`config.mk`:
```
export PLATFORM = sky130hd
export DESIGN_NAME = cpu_run_controller_flat
export DESIGN_NICKNAME = d
export VERILOG_FILES = /design/src/rtl/cpu_run_controller_pkg.sv /design/src/rtl/cpu_run_controller_if.sv /design/src/rtl/cpu_run_controller_counter.sv /design/src/rtl/cpu_run_controller.sv /design/src/flat_wrapper.sv
export SDC_FILE = /design/constraint.sdc
export NUM_CORES = 1
export LEC_CHECK = 0
export ABC_CLOCK_PERIOD_IN_PS = 2000
export CAP_MARGIN = 30
export CELL_PAD_IN_SITES_DETAIL_PLACEMENT = 2
export CELL_PAD_IN_SITES_GLOBAL_PLACEMENT = 2
export CORE_UTILIZATION = 26
export DETAILED_ROUTE_END_ITERATION = 6
export GPL_TIMING_DRIVEN = 0
export PLACE_DENSITY = 0.89
export SLEW_MARGIN = 20
export SYNTH_ARGS = -nofsm -noshare
export SYNTH_HDL_FRONTEND = slang
export SYNTH_SLANG_ARGS = --single-unit
```
`constraint.sdc`:
```
create_clock -name clk -period 2 [get_ports clk]
set_input_delay 0.4 -clock clk [delete_from_list [all_inputs] [get_ports clk]]
set_output_delay 0.4 -clock clk [all_outputs]
set_load 0.01 [all_outputs]
```
`src/rtl/cpu_run_controller_pkg.sv`:
```
// ---------------------------------------------------------------------------
// cpu_run_controller_pkg
//   Shared definitions for the run controller: the sequencing state encoding,
//   the position of the halt flag inside the processor status word, and
//   helpers that size the shared write-address bus from the memory depths.
// ---------------------------------------------------------------------------
package cpu_run_controller_pkg;

  typedef enum logic [2:0] {
    ST_IDLE,
    ST_LOAD_RF,
    ST_LOAD_DM,
    ST_LOAD_IM,
    ST_RUN,
    ST_DONE
  } state_t;

  localparam int STATUS_HALT_BIT = 0;

  // Address width for a memory of 'depth' words; never narrower than 1 bit.
  function automatic int addr_width(input int depth);
    return (depth > 1) ? $clog2(depth) : 1;
  endfunction

  function automatic int max_depth(input int a, input int b, input int c);
    int m;
    m = (a > b) ? a : b;
    return (m > c) ? m : c;
  endfunction

endpackage

```
`src/rtl/cpu_run_controller_if.sv`:
```
// ---------------------------------------------------------------------------
// cpu_run_controller_if
//   Loader word stream from the host/bench into the run controller.
//   ld_valid : word present on ld_data (driven by master)
//   ld_ready : controller accepts a word this cycle (driven by slave)
//   ld_data  : loader word
//   A word transfers on any cycle with ld_valid & ld_ready.
// ---------------------------------------------------------------------------
interface cpu_run_controller_if #(
  parameter int DATA_W = 32
);
  logic              ld_valid;
  logic              ld_ready;
  logic [DATA_W-1:0] ld_data;

  modport master (output ld_valid, output ld_data, input ld_ready);
  modport slave  (input ld_valid, input ld_data, output ld_ready);
endinterface

```
`src/rtl/cpu_run_controller_counter.sv`:
```
// ---------------------------------------------------------------------------
// run_cycle_counter
//   Counts processor run cycles. Synchronous clear has priority over enable;
//   the count saturates at TIMEOUT. o_tc flags the final permitted cycle
//   (count == TIMEOUT-1) so the controller can stop on that same edge.
//   clk, reset (async, active-low), i_clear, i_enable -> o_count, o_tc
// ---------------------------------------------------------------------------
module run_cycle_counter #(
  parameter int CNT_W   = 16,
  parameter int TIMEOUT = 1000
) (
  input  logic             clk,
  input  logic             reset,
  input  logic             i_clear,
  input  logic             i_enable,
  output logic [CNT_W-1:0] o_count,
  output logic             o_tc
);

  logic [CNT_W-1:0] r_count;

  // NOTE: registers are assigned with <= so every flop samples pre-edge
  // values; blocking = here would create order-dependent simulation races.
  always_ff @(posedge clk or negedge reset) begin
    if (!reset) begin
      r_count <= '0;
    end else if (i_clear) begin
      r_count <= '0;
    end else if (i_enable && (r_count != CNT_W'(TIMEOUT))) begin
      r_count <= r_count + CNT_W'(1);
    end
  end

  assign o_count = r_count;
  assign o_tc    = (r_count == CNT_W'(TIMEOUT - 1));

endmodule

```
`src/rtl/cpu_run_controller.sv`:
```
// ---------------------------------------------------------------------------
// cpu_run_controller
//   Sequences one program run: holds the CPU in reset while a loader stream
//   fills the register file, data memory and instruction memory (in that
//   order), then releases the CPU and counts cycles until halt or timeout.
//   Ports:
//     clk, reset (async, active-low), start (pulse, honoured in IDLE/DONE)
//     ld_if      : loader stream (slave side)
//     rf_we/dm_we/im_we, wr_addr, wr_data : registered memory write port
//     cpu_rst    : active-high reset held on the processor
//     cpu_status : processor status, halt flag at STATUS_HALT_BIT
//     busy, done, timeout, cycles : run status
// ---------------------------------------------------------------------------
module cpu_run_controller
  import cpu_run_controller_pkg::*;
#(
  parameter int  DATA_W   = 32,
  parameter int  RF_DEPTH = 32,
  parameter int  DM_DEPTH = 256,
  parameter int  IM_DEPTH = 256,
  parameter int  TIMEOUT  = 1000,
  parameter int  CNT_W    = 16,
  localparam int ADDR_W   = addr_width(max_depth(RF_DEPTH, DM_DEPTH, IM_DEPTH))
) (
  input  logic                 clk,
  input  logic                 reset,
  input  logic                 start,
  cpu_run_controller_if.slave  ld_if,
  output logic                 rf_we,
  output logic                 dm_we,
  output logic                 im_we,
  output logic [ADDR_W-1:0]    wr_addr,
  output logic [DATA_W-1:0]    wr_data,
  output logic                 cpu_rst,
  input  logic [DATA_W-1:0]    cpu_status,
  output logic                 busy,
  output logic                 done,
  output logic                 timeout,
  output logic [CNT_W-1:0]     cycles
);

  state_t            r_state, w_state_nxt;
  logic [ADDR_W-1:0] r_addr, w_addr_nxt;
  logic              r_timeout, w_timeout_nxt;
  logic              r_armed;
  logic              r_rf_we, r_dm_we, r_im_we;
  logic [ADDR_W-1:0] r_wr_addr;
  logic [DATA_W-1:0] r_wr_data;

  logic              w_load, w_xfer, w_start, w_run_active, w_halt;
  logic              w_last_word, w_cnt_tc;
  logic              w_unused_status;
  logic [CNT_W-1:0]  w_count;

  assign w_load = (r_state == ST_LOAD_RF) || (r_state == ST_LOAD_DM) ||
                  (r_state == ST_LOAD_IM);
  assign w_xfer = ld_if.ld_valid & w_load;
  // r_armed is low only for the first edge after reset release, so a start
  // coincident with reset release is dropped.
  assign w_start = start & r_armed & ((r_state == ST_IDLE) || (r_state == ST_DONE));
  // The first RUN cycle still carries the final instruction write; the CPU
  // only leaves reset once that write has landed.
  assign w_run_active = (r_state == ST_RUN) & ~r_im_we;
  assign w_halt       = cpu_status[STATUS_HALT_BIT];
  // Only the halt flag is architecturally meaningful in the status word.
  assign w_unused_status = ^cpu_status;

  // NOTE: every always_comb output gets a default before the case so no
  // path leaves it unassigned, which would otherwise infer a latch.
  always_comb begin
    w_last_word = 1'b0;
    case (r_state)
      ST_LOAD_RF: w_last_word = (r_addr == ADDR_W'(RF_DEPTH - 1));
      ST_LOAD_DM: w_last_word = (r_addr == ADDR_W'(DM_DEPTH - 1));
      ST_LOAD_IM: w_last_word = (r_addr == ADDR_W'(IM_DEPTH - 1));
      default:    w_last_word = 1'b0;
    endcase
  end

  always_comb begin
    w_state_nxt   = r_state;
    w_addr_nxt    = r_addr;
    w_timeout_nxt = r_timeout;
    case (r_state)
      ST_IDLE, ST_DONE: begin
        if (w_start) begin
          w_state_nxt   = ST_LOAD_RF;
          w_addr_nxt    = '0;
          w_timeout_nxt = 1'b0;
        end
      end
      ST_LOAD_RF, ST_LOAD_DM, ST_LOAD_IM: begin
        if (w_xfer) begin
          if (w_last_word) begin
            w_addr_nxt = '0;
            if (r_state == ST_LOAD_RF)      w_state_nxt = ST_LOAD_DM;
            else if (r_state == ST_LOAD_DM) w_state_nxt = ST_LOAD_IM;
            else                            w_state_nxt = ST_RUN;
          end else begin
            w_addr_nxt = r_addr + ADDR_W'(1);
          end
        end
      end
      ST_RUN: begin
        // Halt is checked first so a halt on the terminal cycle is not a timeout.
        if (w_run_active) begin
          if (w_halt) begin
            w_state_nxt   = ST_DONE;
            w_timeout_nxt = 1'b0;
          end else if (w_cnt_tc) begin
            w_state_nxt   = ST_DONE;
            w_timeout_nxt = 1'b1;
          end
        end
      end
      default: w_state_nxt = ST_IDLE;
    endcase
  end

  always_ff @(posedge clk or negedge reset) begin
    if (!reset) begin
      r_state   <= ST_IDLE;
      r_addr    <= '0;
      r_timeout <= 1'b0;
      r_armed   <= 1'b0;
    end else begin
      r_state   <= w_state_nxt;
      r_addr    <= w_addr_nxt;
      r_timeout <= w_timeout_nxt;
      r_armed   <= 1'b1;
    end
  end

  // Registered write port: one strobe per accepted word, one cycle later.
  // Address/data hold their last value between writes.
  always_ff @(posedge clk or negedge reset) begin
    if (!reset) begin
      r_rf_we   <= 1'b0;
      r_dm_we   <= 1'b0;
      r_im_we   <= 1'b0;
      r_wr_addr <= '0;
      r_wr_data <= '0;
    end else begin
      r_rf_we <= w_xfer & (r_state == ST_LOAD_RF);
      r_dm_we <= w_xfer & (r_state == ST_LOAD_DM);
      r_im_we <= w_xfer & (r_state == ST_LOAD_IM);
      if (w_xfer) begin
        r_wr_addr <= r_addr;
        r_wr_data <= ld_if.ld_data;
      end
    end
  end

  run_cycle_counter #(
    .CNT_W   (CNT_W),
    .TIMEOUT (TIMEOUT)
  ) u_cycle_counter (
    .clk      (clk),
    .reset    (reset),
    .i_clear  (w_start),
    .i_enable (w_run_active),
    .o_count  (w_count),
    .o_tc     (w_cnt_tc)
  );

  assign ld_if.ld_ready = w_load;
  assign rf_we          = r_rf_we;
  assign dm_we          = r_dm_we;
  assign im_we          = r_im_we;
  assign wr_addr        = r_wr_addr;
  assign wr_data        = r_wr_data;
  assign cpu_rst        = ~w_run_active;
  assign busy           = w_load | (r_state == ST_RUN);
  assign done           = (r_state == ST_DONE);
  assign timeout        = r_timeout;
  assign cycles         = w_count;

endmodule
```
`src/flat_wrapper.sv`:
```
// flat-port wrapper written by rule: the top's interface ports become plain ports
module cpu_run_controller_flat import cpu_run_controller_pkg::*;
#(
  parameter int  DATA_W   = 32,
  parameter int  RF_DEPTH = 32,
  parameter int  DM_DEPTH = 256,
  parameter int  IM_DEPTH = 256,
  parameter int  TIMEOUT  = 1000,
  parameter int  CNT_W    = 16,
  localparam int ADDR_W   = addr_width(max_depth(RF_DEPTH, DM_DEPTH, IM_DEPTH))
)
  (clk, reset, start, rf_we, dm_we, im_we, wr_addr, wr_data, cpu_rst, cpu_status, busy, done, timeout, cycles, ld_if_ld_valid, ld_if_ld_data, ld_if_ld_ready);
  cpu_run_controller_if #(.DATA_W(DATA_W)) ld_if_i ();
  input  logic clk;
  input  logic reset;
  input  logic start;
  output logic rf_we;
  output logic dm_we;
  output logic im_we;
  output logic [ADDR_W-1:0] wr_addr;
  output logic [DATA_W-1:0] wr_data;
  output logic cpu_rst;
  input  logic [DATA_W-1:0] cpu_status;
  output logic busy;
  output logic done;
  output logic timeout;
  output logic [CNT_W-1:0] cycles;
  input wire logic [$bits(ld_if_i.ld_valid)-1:0] ld_if_ld_valid;
  input wire logic [$bits(ld_if_i.ld_data)-1:0] ld_if_ld_data;
  output wire logic [$bits(ld_if_i.ld_ready)-1:0] ld_if_ld_ready;
  assign ld_if_i.ld_valid = ld_if_ld_valid;
  assign ld_if_i.ld_data = ld_if_ld_data;
  assign ld_if_ld_ready = ld_if_i.ld_ready;
  cpu_run_controller #(.DATA_W(DATA_W), .RF_DEPTH(RF_DEPTH), .DM_DEPTH(DM_DEPTH), .IM_DEPTH(IM_DEPTH), .TIMEOUT(TIMEOUT), .CNT_W(CNT_W)) u_core (.clk(clk), .reset(reset), .start(start), .ld_if(ld_if_i), .rf_we(rf_we), .dm_we(dm_we), .im_we(im_we), .wr_addr(wr_addr), .wr_data(wr_data), .cpu_rst(cpu_rst), .cpu_status(cpu_status), .busy(busy), .done(done), .timeout(timeout), .cycles(cycles));
endmodule
```
# Word-level counts from Yosys, hierarchy flattened
# Cells that the tools add are included.
[word_totals]
regBits = 72
inputBits = 68
output_inout_bits = 64
elab_cells = 71
[op_classes]
addsub = 2
eq_ne = 14
n_mux = 21
bitwise_logic = 10
n_reduce_logical = 14
[op_table]
columns = ["cell", "n"]
rows = [
  ["16-bit 2-to-1 mux", 2],
  ["3-bit 2-to-1 mux", 8],
  ["8-bit 2-to-1 mux", 3],
  ["16-bit by 1-bit adder with 16-bit output, second input constant", 1],
  ["16-bit by 10-bit equality test with 1-bit output, second input constant", 1],
  ["16-bit by 10-bit != test with 1-bit output, second input constant", 1],
  ["8-bit case mux with 2 select lines", 1],
  ["3-bit case mux with 3 select lines", 1],
  ["8-bit by 1-bit adder with 8-bit output, second input constant", 1],
  ["8-bit by 5-bit equality test with 1-bit output, second input constant", 1],
  ["8-bit equality test, second input constant", 1],
  ["1-bit AND", 7],
  ["3-bit by 2-bit equality test with 1-bit output, second input constant", 2],
  ["3-bit equality test, second input constant", 2],
  ["2-bit nonzero test", 3],
  ["5-bit AND reduction", 1],
  ["1-bit 2-to-1 mux", 4],
  ["2-bit by 1-bit != test with 1-bit output, second input constant", 2],
  ["2-bit != test, second input constant", 2],
  ["1-bit case mux with 2 select lines", 2],
  ["4-bit AND reduction", 1],
  ["2-bit OR reduction", 2],
  ["3-bit by 1-bit equality test with 1-bit output, second input constant", 1],
  ["3-bit logical NOT", 1],
  ["other kinds (7)", 10],
]

# Logic depth before layout (Yosys ltp)
# Gate-level depths: netlist of run 1.
[depth]
depth_word = 6
depth_mapped = 7
mapped_depth_nobuf = 7

# Hierarchy
# Synthesis of run 1 repeated with hierarchy kept, for this count alone.
[hier_totals]
cells_unflattened = 282
area_unflattened_um2 = 3320.7
[modules_own_cells]
columns = ["module", "n_inst", "cells_each", "area_each_um2", "seq_area_each_um2"]
rows = [
  ["cpu_run_controller", 1, 189, 2434.8, 1401.3],
  ["run_cycle_counter", 1, 93, 885.8, 400.4],
]

# Worst setup path before layout of run 1
# No wires, ideal clock.
[synth_path]
kind = "flip-flop to flip-flop"
startpoint = "register u_core.r_state[0]"
endpoint = "register u_core.u_cycle_counter.r_count[15], in the netlist u_core.u_cycle_counter.o_count[15]"
setup_time_ps = 78
arrival_time_ps = 1811
required_time_ps = 1922
path_slack_ps = 112
stages_incl_launch_ff = 8
path_buffers = 0
period_less_slack_ps = 1888
path_cell_list = "dfrtp_1 > or2_4 > nor3b_4 > inv_2 > nor3_4 > nand3_2 > or3_1 > a21oi_1"
[synth_via]
elab_chain_cells = 4
elab_cells_between_ends = 9
classes_between = "eq/ne: 2; mux: 1; bitwise: 2; reduce/logical: 4"
[synth_lines]
columns = ["element", "line_no", "rtl"]
rows = [
  ["from (decl)", "cpu_run_controller.sv:42", "state_t r_state, w_state_nxt;"],
  ["from (signal assigned)", "cpu_run_controller.sv:127", "r_state <= w_state_nxt;"],
  ["3-bit equality test (tied with other cells)", "cpu_run_controller.sv:60", "assign w_start = start & r_armed & ((r_state == ST_IDLE) || (r_state == ST_DONE));"],
  ["1-bit logical OR / 1-bit AND (equally long branches)", "cpu_run_controller.sv:60, cpu_run_controller.sv:63", ""],
  ["1-bit AND / 1-bit logical AND (equally long branches)", "cpu_run_controller.sv:60, cpu_run_controller_counter.sv:29", ""],
  ["16-bit 2-to-1 mux / 2-bit nonzero test (equally long branches)", "n/a", ""],
  ["to (signal assigned)", "cpu_run_controller_counter.sv:30", "r_count <= r_count + CNT_W'(1);"],
  ["to (decl)", "cpu_run_controller_counter.sv:20", "logic [CNT_W-1:0] r_count;"],
]
# Parallel ways exist; a longest one is shown, timed or not.
# A chain may end at the register's enable or synchronous reset.

# Final worst setup path of run 1
[layout_path]
startpoint = "input ld_if_ld_valid"
endpoint = "register u_core.r_wr_data[4], in the netlist u_core.wr_data[4]"
[layout_via]
elab_chain_cells = 1
[layout_lines]
columns = ["element", "line_no", "rtl"]
rows = [
  ["from (decl)", "flat_wrapper.sv:28", "input wire logic [$bits(ld_if_i.ld_valid)-1:0] ld_if_ld_valid;"],
  ["1-bit AND", "cpu_run_controller.sv:57", "assign w_xfer = ld_if.ld_valid & w_load;"],
  ["to (signal assigned)", "cpu_run_controller.sv:149", "r_wr_data <= ld_if.ld_data;"],
  ["to (decl)", "cpu_run_controller.sv:48", "logic [DATA_W-1:0] r_wr_data;"],
]
# No other way between the ends.

==> impl_metrics.toml, run 1 <==
[drt]
firstDrtPassIters = 4
wirelength_mm = 9.51
ant_nets = 0
drc_errors = 0
drtIter0Drc = 62
wire_per_inst_microns = 17.5
vias = 2607
via_per_inst = 4.81

[worst_setup_path]
cp_max_fo = 10
slowest_delay_ns = 0.49
endpoint_kind = "flop"
path_cells = "clkdlybuf4s50_1, nor2b_2, and2_2, clkbuf_2, mux2_2"
crit_slowest_cell = "clkdlybuf4s50_1"
worstSetupPathType = "in2reg"
cp-start-kind = "input port"
required_ns = 2.22
crit_arrival_ns = 2.13

[clock_network]
postCtsHoldBufs = 0
clk_pin_slew_ns = 0.06
cts.sink_count = 72
cts-root-buf = "clkbuf_16"
cts_tree = "built"
numCtsBuffers = 9
clock_path_buffers = 2
htree_levels = 3
clk_latency_ns = 0.34

[global_route]
grt_overflow = 0
grt_usage_pct = 16.0
grt_pass1_wl_mm = 15.5
antenna_found_initial = 0
grt_pass1_vias = 2932
grt_max_degree = 42

[synthesis]
synth_top_cell_area_share_pct = 56.6
synth_fp_nets = 344
synthTopCellsByArea = "dfrtp_1, mux2_2, o21ai_0"
ys_seq_area_share_pct = 56.6
synthCells = 273
yosysTopAreaCell = "dfrtp_1"
netlist_area_sq_um = 3180
synth_cell_types = 41
synth-seq-cells = 72
synth_area_per_cell_sq_um = 11.7
yosysWarnings = 0

[sta]
whs_ns = 0.0137
final_hold_viol_count = 0
fin_ws_ns = 0.0925
setup_viol = 0
skew_ns = 0.00375
rsz0062_at_grt = "true"
fmax_mhz = 524
post-route-period-util_pct = 95.4
period_needed_ns = 1.91
slew_viol_final = 0

[power_and_ir_drop]
total_power_mw = 4.33
p_sw_mw = 1.08
swShare_pct = 25.0
internal-power_mw = 3.24
p_per_area_nw_per_um2 = 895
clkPwrFrac_pct = 41.3
power.leakage_nw = 1.96
vdd_drop_max_uv = 437
pwr-share-seq_pct = 41.4
pwr-share-comb_pct = 17.2

[flow_run]
drv_cap = 0

[die]
die_w_microns = 113
die_h_microns = 113
num_rows = 40
core-area_sq_um = 12000
io_pins = 132
initial_core_util_pct = 26.6
die_area_sq_um = 12700

[placed_design]
numPortBuffers = 100
place_inst = 521
hpwl_mm = 6.60
post-place-ws_ns = -0.856
routabilityCongestion = 0.718

[cells_and_area]
synthToLayoutAreaGrowth_pct = 52.0
fillers = 1249
n_antenna_cell = 0
final_nets = 461
drive_gt1_share_pct = 23.0
fin_util_pct = 40.4
seq_area_sq_um = 1800
layout.cells.most_common_list = "clkdlybuf4s50_1, dfrtp_1, mux2_2, nand2_1, nor2_1"
fin_cells = 542
multi_input_area_sq_um = 1370
mostFrequentLayoutCell = "clkdlybuf4s50_1"

[min_path]
hp-class = "in2async"

[run_status]
status = "complete, no violations"
-- cell families after synthesis --
family | Yosys count | share of synthesized area (%)
multiplexers | 41 | 14.5
adder cells (fa/ha/maj) | 3 | 1.18
XOR/XNOR | 14 | 3.86
other | 1 | 0.118
buffers and inverters | 19 | 2.28
flip-flops | 72 | 56.6
AO/OA/AOI/OAI | 37 | 6.61
AND/OR/NAND/NOR | 86 | 14.8
-- repair_timing --
action,4_1_cts,5_1_grt
endpoints found under the hold margin,0,0
setup endpoints to repair,54,31
buffers inserted,4,3
resized for setup,25,13
pin swaps,3,3
-- synthesized netlist by cell type --
cell      count
o22ai_1       1
a211oi_1      1
nor3b_4       1
nor3_1        1
o21a_1        1
nand3_1       9
nand2_1      20
nand4_1       5
o21ai_0      18
xor2_1        9
nor2_1       20
a31oi_1       2
a311oi_1      2
and2_1        3
nor4bb_1      1
dfrtp_1      72
conb_1        1
nand3b_1      2
and3b_1       1
xnor2_1       5
inv_1         6
mux2i_1       1
a22o_1        1
buf_2         1
or3_1         4
mux2_2       40
ha_1          3
or4bb_1       1
or2_4         1
clkbuf_1     11
o31ai_1       1
nor2b_1       1
a21oi_1       9
nor4_1        1
nand3_2       1
or4_1         3
and3_1        8
inv_2         1
nor3_4        1
nand2b_1      2
a22oi_1       1
-- power groups by stage --
stage               clock (mW)  sequential (mW)  combinational (mW)
finish                    1.79             1.79               0.745
global route              1.90             1.83               0.818
CTS                       1.86             1.80               0.763
detailed placement           0             1.82               0.752
global placement             0             1.80               0.714
floorplan                    0             1.84               0.243
-- stage by stage --
stage,instance area [sq um],TNS (ns)
2_1_floorplan,3180,0
3_3_place_gp,4370,-192.38
3_5_place_dp,4390,-36.47
4_1_cts,4780,0
5_1_grt,4840,-0.0269
6_report,4840,0
-- final cells by class --
cell class / count / area share (%)
flip-flops and latches: 72 / 37.3
multi-input cells: 182 / 28.3
repair buffers: 108 / 22.0
clock buffers: 12 / 5.30
well taps: 147 / 3.80
clock inverters: 4 / 1.58
plain buffers: 10 / 1.19
inverters: 7 / 0.543
-- routing by layer --
layer  vias up  wire, microns  GRT usage [%]
li1       1189              -              -
met1      1336           3810           17.9
met2        72           5060           28.5
met3        10            566           6.37
met4         0             80           3.47
met5         -              0              0
-- worst paths after layout --
check / start / to / slack, ns / cells after the start
max: ld_if_ld_valid / u_core.wr_data[4]$_DFFE_PN0P_ / 0.09 / 5
min: reset / u_core.dm_we$_DFF_PN0_ / 0.01 / 1
max reg2reg: u_core.u_cycle_counter.o_count[5]$_DFFE_PN0P_ / u_core.u_cycle_counter.o_count[13]$_DFFE_PN0P_ / 0.10 / 6
min reg2reg: u_core.wr_data[6]$_DFFE_PN0P_ / u_core.wr_data[6]$_DFFE_PN0P_ / 0.51 / 1
max in group asynchronous: reset / u_core.wr_data[4]$_DFFE_PN0P_ / 1.42 / 2
min in group clk: u_core.wr_data[6]$_DFFE_PN0P_ / u_core.wr_data[6]$_DFFE_PN0P_ / 0.51 / 1
-- registers in the layout, indices dropped and copies added, names as in the netlist --
signal and flops:
u_core.dm_we 1, u_core.rf_we 1, u_core.timeout 1, u_core.u_cycle_counter.o_count 16, u_core.wr_addr 8, u_core.r_state 3
u_core.im_we 1, u_core.r_armed 1, u_core.wr_data 32, u_core.r_addr 8
-- worst max-delay path, delay by kind of cell --
kind / cells / cell delay (ns)
buffers and inverters: 2 / 0.79
and+or+nand+nor: 2 / 0.57
muxes: 1 / 0.37
Power figures use the tool's default switching activity.
==> inputs of run 2 (changes only) <==
--- a/config.mk
+++ b/config.mk
@@ -9,11 +9,11 @@
 export CAP_MARGIN = 30
 export CELL_PAD_IN_SITES_DETAIL_PLACEMENT = 2
 export CELL_PAD_IN_SITES_GLOBAL_PLACEMENT = 2
+export CORE_MARGIN = 5
 export CORE_UTILIZATION = 26
 export DETAILED_ROUTE_END_ITERATION = 6
 export GPL_TIMING_DRIVEN = 0
 export PLACE_DENSITY = 0.89
-export SLEW_MARGIN = 20
 export SYNTH_ARGS = -nofsm -noshare
 export SYNTH_HDL_FRONTEND = slang
 export SYNTH_SLANG_ARGS = --single-unit
==> constraint.sdc (replaced) <==
create_clock -name clk -period 2 [get_ports clk]
set_input_delay 0.3 -clock clk [delete_from_list [all_inputs] [get_ports clk]]
set_output_delay 0.3 -clock clk [all_outputs]
set_load 0.01 [all_outputs]
==> impl_metrics.toml, run 2 (synthesized netlist as in run 1, its figures left out) <==
[global_route]
use_met3_pct = 6.64
grt_usage_pct = 13.7
grt_max_degree = 44
grt_pass1_vias = 2946
grt_overflow = 0
use_met2_pct = 23.9
gr-usage-met1_pct = 14.4
antenna_found_initial = 0
top_usage_layer = "met2"
grt_pass1_wl_mm = 15.5

[sta]
slew_viol_final = 0
setup_viol = 0
post-route-period-util_pct = 98.1
tns_ns = 0
skew_ns = 0.00512
period_needed_ns = 1.96
fmax_mhz = 510
final_hold_viol_count = 0
rsz0062_at_grt = "true"

[power_and_ir_drop]
clkPwrFrac_pct = 38.3
vdd_drop_max_uv = 604
total_power_mw = 4.13
pwr-share-comb_pct = 18.4
internal-power_mw = 3.05
swShare_pct = 26.1
p_per_area_nw_per_um2 = 858
p_sw_mw = 1.08
power.leakage_nw = 1.95
pwr-share-seq_pct = 43.4

[clock_network]
cts-root-buf = "clkbuf_16"
cts.sink_count = 72
numCtsBuffers = 9
clk_latency_ns = 0.34
clock_path_buffers = 2
clk_pin_slew_ns = 0.06
htree_levels = 3
cts_tree = "built"

[drt]
vias = 2568
drtIter0Drc = 70
firstDrtPassIters = 4
via_per_inst = 4.73
drc_errors = 0
wirelength_mm = 9.69
wire_per_inst_microns = 17.8
ant_nets = 0

[worst_setup_path]
cp_max_fo = 5
ff2ff_path_depth = 7
slowest_delay_ns = 0.40
worstSetupPathDepth = 7
crit_arrival_ns = 2.23
crit_slowest_cell = "dfrtp_1"
endpoint_kind = "flop"
r2r_end = "u_core.u_cycle_counter.o_count[13]$_DFFE_PN0P_"
cp-start-kind = "flop"
required_ns = 2.27
path_cells = "or2_4, nor3b_4, inv_2, nor3_4, nand3_2, or3_4, a21oi_2"
critPathBufInv = 1
reg2reg_slack_ns = 0.04
crit_family = "simple AND/OR/NAND/NOR gates"
rr_startpoint = "u_core.r_state[1]$_DFFE_PN0P_"
worstSetupPathType = "reg2reg"

[placed_design]
routabilityCongestion = 0.743
hpwl_mm = 7.01
numPortBuffers = 100
place_area_sq_um = 4390

[cells_and_area]
synthToLayoutAreaGrowth_pct = 51.2
layout.cells.most_common_list = "clkdlybuf4s50_1, dfrtp_1, mux2_2, nand2_1, nor2_1"
drive_gt1_share_pct = 22.5
mostFrequentLayoutCell = "clkdlybuf4s50_1"
fin_area_sq_um = 4810
largest_reg_flops = 32
fillers = 1260
final_nets = 462
n_antenna_cell = 0

[die]
die_w_microns = 121
core-area_sq_um = 12000
initial_core_util_pct = 26.5
die_h_microns = 121
num_rows = 40
die_area_sq_um = 14500
io_pins = 132

[flow_run]
drv_cap = 0

[run_status]
status = "complete, no violations"

[min_path]
hp-class = "in2async"
[run 2: cell count changes in the layout (fill, tap and decap cells not counted), sizes merged]
| cell | before | now |
|---|---|---|
| buf | 12 | 10 |
| bufinv | 2 | 1 |
| clkinv | 1 | 4 |
| clkinvlp | 1 | 0 |
| dlygate4sd2 | 2 | 3 |
| dlygate4sd3 | 0 | 1 |
[run 2: power groups by stage]
stage	Sequential [mW]	Clock, mW	Combinational (mW)
4_1_cts	1.80	1.64	0.771
3_5_place_dp	1.82	0	0.756
3_3_place_gp	1.80	0	0.723
2_1_floorplan	1.84	0	0.243
6_report	1.79	1.58	0.758
5_1_grt	1.82	1.71	0.834
[run 2: area by class of cell]
cell class | count | area (sq um) | area share (%)
flip-flops and latches | 72 | 1800 | 37.5
multi-input cells | 182 | 1370 | 28.5
repair buffers | 109 | 1080 | 22.5
clock buffers | 11 | 233 | 4.84
well taps | 147 | 184 | 3.82
clock inverters | 5 | 57.6 | 1.20
plain buffers | 10 | 57.6 | 1.20
inverters | 7 | 26.3 | 0.546
[run 2: per-stage QoR]
stage / hold slack, ns / worst slack [ns] / instances / utilization [%]
floorplan: 0.00441 / 0.112 / 273 / -
global placement: 0.489 / -2.01 / 520 / 36.3
detailed placement: 0.276 / -0.789 / 521 / 36.6
CTS: 0.451 / 0.0202 / 540 / 39.5
global route: 0.481 / -0.0517 / 543 / 40.0
finish: 0.442 / 0.0388 / 543 / 40.0
[run 2: worst max-delay path by stage]
| stage | slack (ns) | end | from |
|---|---|---|---|
| detailed placement | -0.79 | u_core.wr_data[1]$_DFFE_PN0P_ | ld_if_ld_valid |
| CTS | 0.02 | cpu_rst | u_core.r_state[1]$_DFFE_PN0P_ |
| global route | -0.05 | u_core.u_cycle_counter.o_count[13]$_DFFE_PN0P_ | u_core.r_state[1]$_DFFE_PN0P_ |
| floorplan | 0.11 | u_core.u_cycle_counter.o_count[15]$_DFFE_PN0P_ | u_core.r_state[0]$_DFFE_PN0P_ |
| finish | 0.04 | u_core.u_cycle_counter.o_count[13]$_DFFE_PN0P_ | u_core.r_state[1]$_DFFE_PN0P_ |
| global placement | -2.01 | u_core.wr_data[5]$_DFFE_PN0P_ | reset |
[run 2: repair_timing]
item	4_1_cts	5_1_grt
hold buffers	1	0
pin swaps	1	4
gates resized for setup	21	10
buffers inserted	3	4
setup endpoints to repair	53	33
hold endpoints to repair	29	0
[run 2: metal layers]
layer  up-vias  routed length [microns]  part of all wire [%]
met3        12                      824                   8.5
met4         0                      138                   1.4
li1       1193                        -                     -
met2        71                     4980                    51
met5         -                        0                     0
met1      1292                     3740                    39
